File: config.mk
export PLATFORM = sky130hd
export DESIGN_NAME = fir_delay_line
export DESIGN_NICKNAME = d
export VERILOG_FILES = /design/src/rtl/fir_pkg.sv /design/src/rtl/fir_dl_channel.sv /design/src/rtl/fir_delay_line.sv
export SDC_FILE = /design/constraint.sdc
export NUM_CORES = 1
export LEC_CHECK = 0
export CELL_PAD_IN_SITES_DETAIL_PLACEMENT = 0
export CELL_PAD_IN_SITES_GLOBAL_PLACEMENT = 1
export CORE_AREA = 2 2 181 183
export DETAILED_ROUTE_END_ITERATION = 7
export DIE_AREA = 0 0 183 185
export PLACE_DENSITY = 0.77
export RECOVER_POWER = 50
export SETUP_SLACK_MARGIN = 0.5
export SYNTH_ARGS = -nofsm -noshare
export SYNTH_HDL_FRONTEND = slang
export SYNTH_HIERARCHICAL = 1
export SYNTH_SLANG_ARGS = --single-unit
File: constraint.sdc
create_clock -name clk -period 3 [get_ports clk]
set_clock_uncertainty 0.05 [all_clocks]
set_input_delay 0.6 -clock clk [delete_from_list [all_inputs] [get_ports clk]]
set_output_delay 0.6 -clock clk [all_outputs]
set_load 0.01 [all_outputs]
File: src/rtl/fir_pkg.sv
// fir_pkg: shared definitions for the multi-channel FIR delay line.
//   DEF_DATA_WIDTH / DEF_NUM_TAPS : default sample width and line depth
//   sample_t / tap_vec_t          : sample and tap-vector types at the defaults
//   ch_width()                    : channel-pointer width, never below 1 bit
package fir_pkg;

   localparam int DEF_DATA_WIDTH = 16;
   localparam int DEF_NUM_TAPS   = 8;

   typedef logic [DEF_DATA_WIDTH-1:0] sample_t;
   typedef sample_t tap_vec_t [DEF_NUM_TAPS];

   function automatic int ch_width(input int n);
      return (n > 1) ? $clog2(n) : 1;
   endfunction

endpackage

File: src/rtl/fir_dl_channel.sv
// fir_dl_channel: one channel's shift line plus saturating fill counter.
//   clk, rst  : clock, synchronous active-high reset
//   clr       : synchronous clear (same effect as rst)
//   shift_en  : shift din into tap 0 this cycle
//   din       : incoming sample
//   taps      : line contents as they will be after this cycle's shift
//               (tap i at [i*DATA_WIDTH +: DATA_WIDTH], tap 0 newest)
//   primed    : fill count after this cycle's shift equals NUM_TAPS
// taps/primed are look-ahead views so the top can register them together
// with the sample that caused the shift.
module fir_dl_channel
   import fir_pkg::*;
#(
   parameter int DATA_WIDTH = DEF_DATA_WIDTH,
   parameter int NUM_TAPS   = DEF_NUM_TAPS
) (
   input  logic                           clk,
   input  logic                           rst,
   input  logic                           clr,
   input  logic                           shift_en,
   input  logic [DATA_WIDTH-1:0]          din,
   output logic [NUM_TAPS*DATA_WIDTH-1:0] taps,
   output logic                           primed
);

   localparam int CW = $clog2(NUM_TAPS + 1);

   logic [DATA_WIDTH-1:0] line_q [NUM_TAPS];
   logic [DATA_WIDTH-1:0] line_d [NUM_TAPS];
   logic [CW-1:0]         cnt_q;
   logic [CW-1:0]         cnt_d;

   always_comb begin
      line_d = line_q;
      if (shift_en) begin
         line_d[0] = din;
         for (int i = 1; i < NUM_TAPS; i++) begin
            line_d[i] = line_q[i-1];
         end
      end
   end

   // Counter saturates so it only ever answers "is the window full of real samples".
   always_comb begin
      cnt_d = cnt_q;
      if (shift_en && (cnt_q != CW'(NUM_TAPS))) begin
         cnt_d = cnt_q + 1'b1;
      end
   end

   always_ff @(posedge clk) begin
      if (rst || clr) begin
         for (int i = 0; i < NUM_TAPS; i++) begin
            line_q[i] <= '0;
         end
         cnt_q <= '0;
      end else begin
         line_q <= line_d;
         cnt_q  <= cnt_d;
      end
   end

   for (genvar i = 0; i < NUM_TAPS; i++) begin : g_taps
      assign taps[i*DATA_WIDTH +: DATA_WIDTH] = line_d[i];
   end

   assign primed = (cnt_d == CW'(NUM_TAPS));

endmodule

File: src/rtl/fir_delay_line.sv
// fir_delay_line: multi-channel FIR input delay line with registered tap output.
//   clk, rst   : clock, synchronous active-high reset
//   in_valid / in_ready / in_data : sample input; in_ch names the channel the
//                next accepted sample is written to (round-robin)
//   out_valid / out_ready         : tap-vector output handshake
//   out_ch, out_taps, out_primed  : channel, taps (tap 0 newest, at LSBs) and
//                "window holds only real samples" for the presented vector
//   flush      : only with FIR_DL_FLUSH_EN defined; clears lines, counters,
//                channel pointer and out_valid like rst
//
// Handshake: a transfer happens on a rising edge where valid && ready. The
// output register accepts a new sample whenever it is empty or being consumed
// in the same cycle, so in_ready = !rst && !flush && (!out_valid || out_ready);
// while out_valid && !out_ready the output is held and nothing is accepted.
module fir_delay_line
   import fir_pkg::*;
#(
   parameter int DATA_WIDTH = DEF_DATA_WIDTH,
   parameter int NUM_TAPS   = DEF_NUM_TAPS,
   parameter int NUM_CH     = 1,
   parameter int CH_W       = ch_width(NUM_CH)
) (
   input  logic                           clk,
   input  logic                           rst,
   input  logic                           in_valid,
   output logic                           in_ready,
   input  logic [DATA_WIDTH-1:0]          in_data,
   output logic [CH_W-1:0]                in_ch,
   output logic                           out_valid,
   input  logic                           out_ready,
   output logic [CH_W-1:0]                out_ch,
   output logic [NUM_TAPS*DATA_WIDTH-1:0] out_taps,
   output logic                           out_primed
`ifdef FIR_DL_FLUSH_EN
   ,
   input  logic                           flush
`endif
);

   localparam int TW = NUM_TAPS * DATA_WIDTH;

   logic              clr;
   logic              accept;
   logic [TW-1:0]     ch_taps [NUM_CH];
   logic [NUM_CH-1:0] ch_primed;
   logic [TW-1:0]     sel_taps;
   logic              sel_primed;

`ifdef FIR_DL_FLUSH_EN
   assign clr = flush;
`else
   assign clr = 1'b0;
`endif

   assign in_ready = !rst && !clr && (!out_valid || out_ready);
   assign accept   = in_valid && in_ready;

   for (genvar c = 0; c < NUM_CH; c++) begin : g_ch
      fir_dl_channel #(
         .DATA_WIDTH (DATA_WIDTH),
         .NUM_TAPS   (NUM_TAPS)
      ) u_ch (
         .clk      (clk),
         .rst      (rst),
         .clr      (clr),
         .shift_en (accept && (in_ch == CH_W'(c))),
         .din      (in_data),
         .taps     (ch_taps[c]),
         .primed   (ch_primed[c])
      );
   end

   // Compare-based select keeps the mux safe when NUM_CH is not a power of two.
   always_comb begin
      sel_taps   = '0;
      sel_primed = 1'b0;
      for (int c = 0; c < NUM_CH; c++) begin
         if (in_ch == CH_W'(c)) begin
            sel_taps   = ch_taps[c];
            sel_primed = ch_primed[c];
         end
      end
   end

   always_ff @(posedge clk) begin
      if (rst || clr) begin
         in_ch <= '0;
      end else if (accept) begin
         in_ch <= (in_ch == CH_W'(NUM_CH - 1)) ? '0 : in_ch + 1'b1;
      end
   end

   always_ff @(posedge clk) begin
      if (rst) begin
         out_valid  <= 1'b0;
         out_ch     <= '0;
         out_taps   <= '0;
         out_primed <= 1'b0;
      end else if (clr) begin
         out_valid  <= 1'b0;
      end else if (accept) begin
         out_valid  <= 1'b1;
         out_ch     <= in_ch;
         out_taps   <= sel_taps;
         out_primed <= sel_primed;
      end else if (out_ready) begin
         out_valid  <= 1'b0;
      end
   end

endmodule

# [After elaboration in Yosys (flattened, before gate mapping)]
# Index checks and enable logic that the tools add are counted.
[classes] muxes=7 n_eq_ne=2 add_sub_neg=2 reduce_logical=8 n_bitwise=1
[ops] op="$mux W128" count=2
[ops] op="$add A4 B1 Y4 const B" count=1
[ops] op="$eq A4 B4 Y1 const B" count=1
[ops] op="$logic_and A1 B1 Y1" count=4
[ops] op="$mux W1" count=4
[ops] op="$mux W4" count=1
[ops] op="$ne A4 B4 Y1 const B" count=1
[ops] op="$logic_not A1 Y1" count=2
[ops] op="$reduce_bool A2 Y1" count=1
[ops] op="$add A1 B1 Y1 const B" count=1
[ops] op="$logic_or A1 B1 Y1" count=1
[ops] op="$not A1 Y1" count=1
[totals] in_bits=20 regBits=264

# [Longest topological paths before layout]
[depth] ltp_word=9 mapped_depth=12 ltp_nobuf=8

# [Cells and area by module]
# The synthesis kept the hierarchy.
[modules_own_cells] mod="fir_delay_line" area_each_um2=5885.6 cells_each=570 n_inst=1 seq_area_each_um2=2602.5
[modules_own_cells] mod="fir_dl_channel" area_each_um2=5186.2 cells_each=442 n_inst=1 seq_area_each_um2=2642.5

# [Worst setup path after synthesis]
# Ideal clock, no wire load.
[synth_path] path_kind="input to register" startpoint="in rst" endpoint="reg out_primed" arrival_time_ps=2397 t_required_ps=2878 path_slack_ps=481 setup_ps=72 stages=11 path_cell_list="buf_2 clkbuf_1 nor2_1 and2_1 buf_4 buf_6 inv_2 or4_1 a211oi_2 nand2b_1 mux2i_1"
[synth_between] elab_chain_cells=8
[synth_lines] element="start: declaration" line="fir_delay_line.sv:24" source="input logic rst,"
[synth_lines] element="$logic_not A1 Y1" line="fir_delay_line.sv:55" source="assign in_ready = !rst && !clr && (!out_valid || out_ready);"
[synth_lines] element="$logic_and A1 B1 Y1" line="fir_delay_line.sv:55"
[synth_lines] element="via in_ready" line="fir_delay_line.sv:26" source="output logic in_ready,"
[synth_lines] element="$logic_and A1 B1 Y1" line="fir_delay_line.sv:56" source="assign accept = in_valid && in_ready;"
[synth_lines] element="via accept" line="fir_delay_line.sv:43" source="logic accept;"
[synth_lines] element="$logic_and A1 B1 Y1" line="fir_delay_line.sv:66" source=".shift_en (accept && (in_ch == CH_W'(c))),"
[synth_lines] element="$logic_and A1 B1 Y1" line="fir_dl_channel.sv:46" source="if (shift_en && (cnt_q != CW'(NUM_TAPS))) begin"
[synth_lines] element="$mux W4" line="fir_dl_channel.sv:46"
[synth_lines] element="$eq A4 B4 Y1" line="fir_dl_channel.sv:67" source="assign primed = (cnt_d == CW'(NUM_TAPS));"
[synth_lines] element="via ch_primed" line="fir_delay_line.sv:45" source="logic [NUM_CH-1:0] ch_primed;"
[synth_lines] element="$mux W1" line="fir_delay_line.sv:78" source="if (in_ch == CH_W'(c)) begin"
[synth_lines] element="end signal: assignment" line="fir_delay_line.sv:105" source="out_primed <= sel_primed;"
[synth_lines] element="end: declaration" line="fir_delay_line.sv:33" source="output logic out_primed"
# The timed path passes the listed nets, and every way through them passes these cells.
# A chain may end at the register's enable or synchronous reset.

# [Final worst setup path]
[layout_path] startpoint="in out_ready" endpoint="reg out_primed"
[layout_between] elab_chain_cells=8
[layout_lines] element="start: declaration" line="fir_delay_line.sv:30" source="input logic out_ready,"
[layout_lines] element="$logic_or A1 B1 Y1" line="fir_delay_line.sv:55"
[layout_lines] element="$logic_and A1 B1 Y1" line="fir_delay_line.sv:55"
[layout_lines] element="$logic_and A1 B1 Y1" line="fir_delay_line.sv:56"
[layout_lines] element="via accept" line="fir_delay_line.sv:43"
[layout_lines] element="$logic_and A1 B1 Y1" line="fir_delay_line.sv:66"
[layout_lines] element="$logic_and A1 B1 Y1" line="fir_dl_channel.sv:46"
[layout_lines] element="$mux W4" line="fir_dl_channel.sv:46"
[layout_lines] element="$eq A4 B4 Y1" line="fir_dl_channel.sv:67"
[layout_lines] element="via ch_primed" line="fir_delay_line.sv:45"
[layout_lines] element="$mux W1" line="fir_delay_line.sv:78"
# The timed path passes the listed nets, and every way through them passes these cells.

==> flow_results.xml <==
<?xml version="1.0" encoding="UTF-8"?>
<metrics>
  <group name="critical_path">
    <metric name="critical_path.max_fanout" unit="">46</metric>
    <metric name="crit_buf_inv" unit="">2</metric>
    <metric name="largest_delay_contributor_family_on_the_critical_path" unit="">simple AND/OR/NAND/NOR gates</metric>
    <metric name="worstSetupPathType" unit="">in2reg</metric>
    <metric name="critical_path.cell_chain" unit="">dlygate4sd3_1 &gt; nor2b_1 &gt; nor2_1 &gt; and2_0 &gt; buf_12 &gt; nand2_1 &gt; mux2_2 &gt; a211oi_2 &gt; nand2b_1 &gt; mux2i_1</metric>
    <metric name="worst_setup_path_startpoint" unit="">out_ready</metric>
    <metric name="critical_path_arrival" unit="ps">2870</metric>
    <metric name="cp_slowest_cell" unit="">sky130_fd_sc_hd__dlygate4sd3_1</metric>
    <metric name="slowest_delay" unit="ps">530</metric>
    <metric name="type_of_element_capturing_the_critical_path" unit="">flip-flop</metric>
    <metric name="regToRegStartpoint" unit="">out_valid$_SDFFE_PP0P_</metric>
    <metric name="cp.required" unit="ps">3410</metric>
    <metric name="worstSetupStartpointType" unit="">input pin</metric>
  </group>
  <group name="min_path">
    <metric name="holdCritStartpoint" unit="">out_taps[23]$_SDFFE_PP0P_</metric>
    <metric name="hold_path.class" unit="">reg2reg</metric>
  </group>
  <group name="synthesis">
    <metric name="dominant_cell_by_count_in_the_synthesized_netlist" unit="">sky130_fd_sc_hd__dfxtp_1</metric>
    <metric name="post_synth_num_cell_types" unit="">30</metric>
    <metric name="synth_commonest_cells" unit="">sky130_fd_sc_hd__dfxtp_1 (262), sky130_fd_sc_hd__nand2b_1 (258), sky130_fd_sc_hd__mux2_2 (129), sky130_fd_sc_hd__mux2i_1 (129), sky130_fd_sc_hd__nor2b_1 (129)</metric>
    <metric name="synth.top_cell.area_share" unit="">0.474</metric>
    <metric name="mappedNetlistArea" unit="sq um">11100</metric>
    <metric name="yosys-top-cells-area" unit="">sky130_fd_sc_hd__dfxtp_1 (47%), sky130_fd_sc_hd__nand2b_1 (15%), sky130_fd_sc_hd__mux2_2 (13%), sky130_fd_sc_hd__mux2i_1 (12%), sky130_fd_sc_hd__nor2b_1 (7.3%)</metric>
    <metric name="synthDominantAreaCellType" unit="">sky130_fd_sc_hd__dfxtp_1</metric>
    <metric name="synth.avg_cell_area" unit="sq um">10.9</metric>
    <metric name="synth_ff_type" unit="">sky130_fd_sc_hd__dfxtp_1</metric>
    <metric name="syn_inst" unit="">1012</metric>
    <metric name="synth_async_sr_flop_share" unit="">0</metric>
    <metric name="synth.yosys.warnings" unit="">6</metric>
    <metric name="yosys_register_bits" unit="">262</metric>
    <metric name="sequential_to_total_area_share_from_yosys_stat" unit="">0.474</metric>
    <metric name="synth_enable_flop_cells" unit="">0</metric>
  </group>
  <group name="pwr">
    <metric name="power.static_leakage" unit="uW">0.00520</metric>
    <metric name="worst_ir_drop_vdd" unit="V">0.000417</metric>
    <metric name="power_density" unit="nW/um^2">556</metric>
  </group>
  <group name="clocking">
    <metric name="tritoncts" unit="">done</metric>
    <metric name="clock_tree.htree_level_count" unit="">1</metric>
    <metric name="worst_setup_hold_path_clk_slew" unit="ps">60</metric>
    <metric name="cts.sink_count" unit="">262</metric>
    <metric name="cts-buffers-inserted" unit="">30</metric>
    <metric name="clk_root_buffer_cell" unit="">sky130_fd_sc_hd__clkbuf_16</metric>
    <metric name="hold_buffers" unit="">0</metric>
    <metric name="post-cts-setup-buffer-count" unit="">0</metric>
    <metric name="max-clock-path-buffers" unit="">3</metric>
    <metric name="clk-insertion-delay-late" unit="ps">540</metric>
  </group>
  <group name="global_routing">
    <metric name="globalRoute.totalOverflow" unit="">0</metric>
    <metric name="first_global_vias" unit="">7022</metric>
    <metric name="grt_util_all_layers" unit="">0.149</metric>
    <metric name="wire_length_of_the_first_global_routing_pass" unit="mm">40.1</metric>
    <metric name="grt_max_degree" unit="">130</metric>
    <metric name="antenna_found_initial" unit="">1</metric>
  </group>
  <group name="timing">
    <metric name="report.final.hold_viol_count" unit="">0</metric>
    <metric name="timing.final.setup_violations" unit="">0</metric>
    <metric name="setup_total_negative_slack" unit="ps">0</metric>
    <metric name="timing.slew.headroom" unit="">0.0272</metric>
    <metric name="min_period" unit="ps">2460</metric>
    <metric name="fmax" unit="GHz">0.407</metric>
    <metric name="rsz0062_at_grt" unit="">no</metric>
    <metric name="worst_pin_slew" unit="ps">1460</metric>
    <metric name="final-max-slew-violation-count" unit="">0</metric>
    <metric name="post-route-period-util" unit="">0.820</metric>
    <metric name="postLayoutSetupSlackWorst" unit="ps">541</metric>
  </group>
  <group name="placement">
    <metric name="cell_area_placed" unit="sq um">12900</metric>
    <metric name="pre_cts_ws" unit="ps">393</metric>
    <metric name="place_hpwl" unit="mm">17.1</metric>
    <metric name="globalplace.congestion" unit="">0.705</metric>
    <metric name="io_buffers" unit="">150</metric>
    <metric name="numPlacedInstances" unit="">1510</metric>
  </group>
  <group name="finish">
    <metric name="seq_area" unit="sq um">5250</metric>
    <metric name="finalInstanceArea" unit="sq um">13900</metric>
    <metric name="nFillCells" unit="">3063</metric>
    <metric name="fin_util" unit="">0.434</metric>
    <metric name="multi_input_area" unit="sq um">5350</metric>
    <metric name="drive_gt1_frac" unit="">0.142</metric>
    <metric name="num-nets-final" unit="">1156</metric>
    <metric name="post_route_non_filler_standard_cell_count" unit="">1565</metric>
    <metric name="area_delta_synth_final" unit="%">25.5</metric>
  </group>
  <group name="drt">
    <metric name="antenna_violating_nets_post_route" unit="">0</metric>
    <metric name="drt_wl_total" unit="mm">25.5</metric>
    <metric name="drt_iter0_drc" unit="">313</metric>
    <metric name="wl_per_cell" unit="microns">16.3</metric>
    <metric name="firstDrtPassIters" unit="">4</metric>
    <metric name="via_count" unit="">6972</metric>
    <metric name="drc" unit="">0</metric>
    <metric name="vias_per_cell" unit="">4.45</metric>
  </group>
  <group name="die">
    <metric name="die-width" unit="microns">183</metric>
    <metric name="overall_die_area" unit="sq um">33900</metric>
    <metric name="floorplan.io_pins" unit="">153</metric>
    <metric name="die_height" unit="microns">185</metric>
    <metric name="core-area" unit="sq um">32000</metric>
    <metric name="row_count" unit="">66</metric>
    <metric name="initial_utilization" unit="">0.346</metric>
  </group>
  <group name="outcome">
    <metric name="result_of_the_run" unit="">completed</metric>
  </group>
  <group name="flow_run">
    <metric name="timing.max_cap.violations" unit="">0</metric>
  </group>
</metrics>
-- metal layers --
layer,track usage,vias up,share of wire
li1,-,3544,-
met1,0.213,3289,0.51
met2,0.232,117,0.43
met3,0.0324,22,0.048
met4,0.0307,0,0.013
met5,0,-,0
-- stage by stage --
step / hold WS, ps / power (uW)
after floorplan: 430 / 3910
after global placement: 408 / 4000
after detailed placement: 411 / 4000
after CTS: 425 / 7840
after global routing: 443 / 8000
final: 421 / 7730
-- worst min-delay path: cells and delay by family, from the launching register on --
kind,cells,cell delay (ps)
DFF,1,310
muxes,1,60
and+or+nand+nor,1,60
-- cells by family after synthesis --
logic type	count (synthesis)	share of synthesized area
buffers and inverters	79	0.0438
XOR/XNOR	1	0.000791
AO/OA/AOI/OAI	7	0.00407
AND/OR/NAND/NOR	402	0.227
other	1	0.000339
multiplexers	258	0.248
flip-flops	262	0.474
adder cells (fa/ha/maj)	2	0.00226
-- final cells by class --
type	instances	share of cell area
sequential	262	0.377
inverter	3	0.000810
multi-input combinational	673	0.385
antenna	1	0.000180
tap	408	0.0367
clock buffer	45	0.0661
clock inverter	9	0.00936
timing repair buffer	164	0.124
-- layout by cell type, fill, tap and decap left out, types with 2 or more instances in the layout --
cell type,instances
sky130_fd_sc_hd__a21oi_1,3
sky130_fd_sc_hd__buf_12,10
sky130_fd_sc_hd__conb_1,3
sky130_fd_sc_hd__nor2_1,4
sky130_fd_sc_hd__inv_1,2
sky130_fd_sc_hd__nand3_1,2
sky130_fd_sc_hd__dfxtp_1,262
sky130_fd_sc_hd__clkbuf_8,9
sky130_fd_sc_hd__mux2_2,96
sky130_fd_sc_hd__clkinv_2,4
sky130_fd_sc_hd__nand2b_1,258
sky130_fd_sc_hd__o21ai_0,2
sky130_fd_sc_hd__mux2i_1,129
sky130_fd_sc_hd__buf_4,4
sky130_fd_sc_hd__clkbuf_16,31
sky130_fd_sc_hd__bufinv_16,3
sky130_fd_sc_hd__nor2b_1,130
sky130_fd_sc_hd__clkdlybuf4s50_1,147
sky130_fd_sc_hd__mux2_1,33
sky130_fd_sc_hd__ha_1,2
sky130_fd_sc_hd__clkbuf_1,5
-- registers in the layout, indices dropped and copies added, names as in the netlist --
signal            cells
g_ch.u_ch/cnt_q       4
g_ch.u_ch/line_q    128
out_primed            1
out_taps            128
out_valid             1
-- path summary, 6_finish.rpt --
kind	slack, ps	end	cells past startpoint
setup / recovery	540	out_primed$_SDFFE_PP0P_	10
hold / removal	420	out_taps[23]$_SDFFE_PP0P_	2
setup reg to reg	800	out_primed$_SDFFE_PP0P_	9
hold reg to reg	420	out_taps[23]$_SDFFE_PP0P_	2
-- what timing repair did --
| action | in CTS | in global routing |
|---|---|---|
| setup endpoints to repair | 0 | 1 |
| endpoints found under the hold margin | 0 | 0 |
| resized for setup | 0 | 1 |
-- power breakdown --
part	leakage, uW	total (uW)	switching (uW)	internal [uW]
Sequential	0.00211	3500	9.37	3490
Combinational	0.00257	413	204	209
Clock	0.000521	3810	1450	2360
No activity file was read; power rests on OpenSTA's default activity.
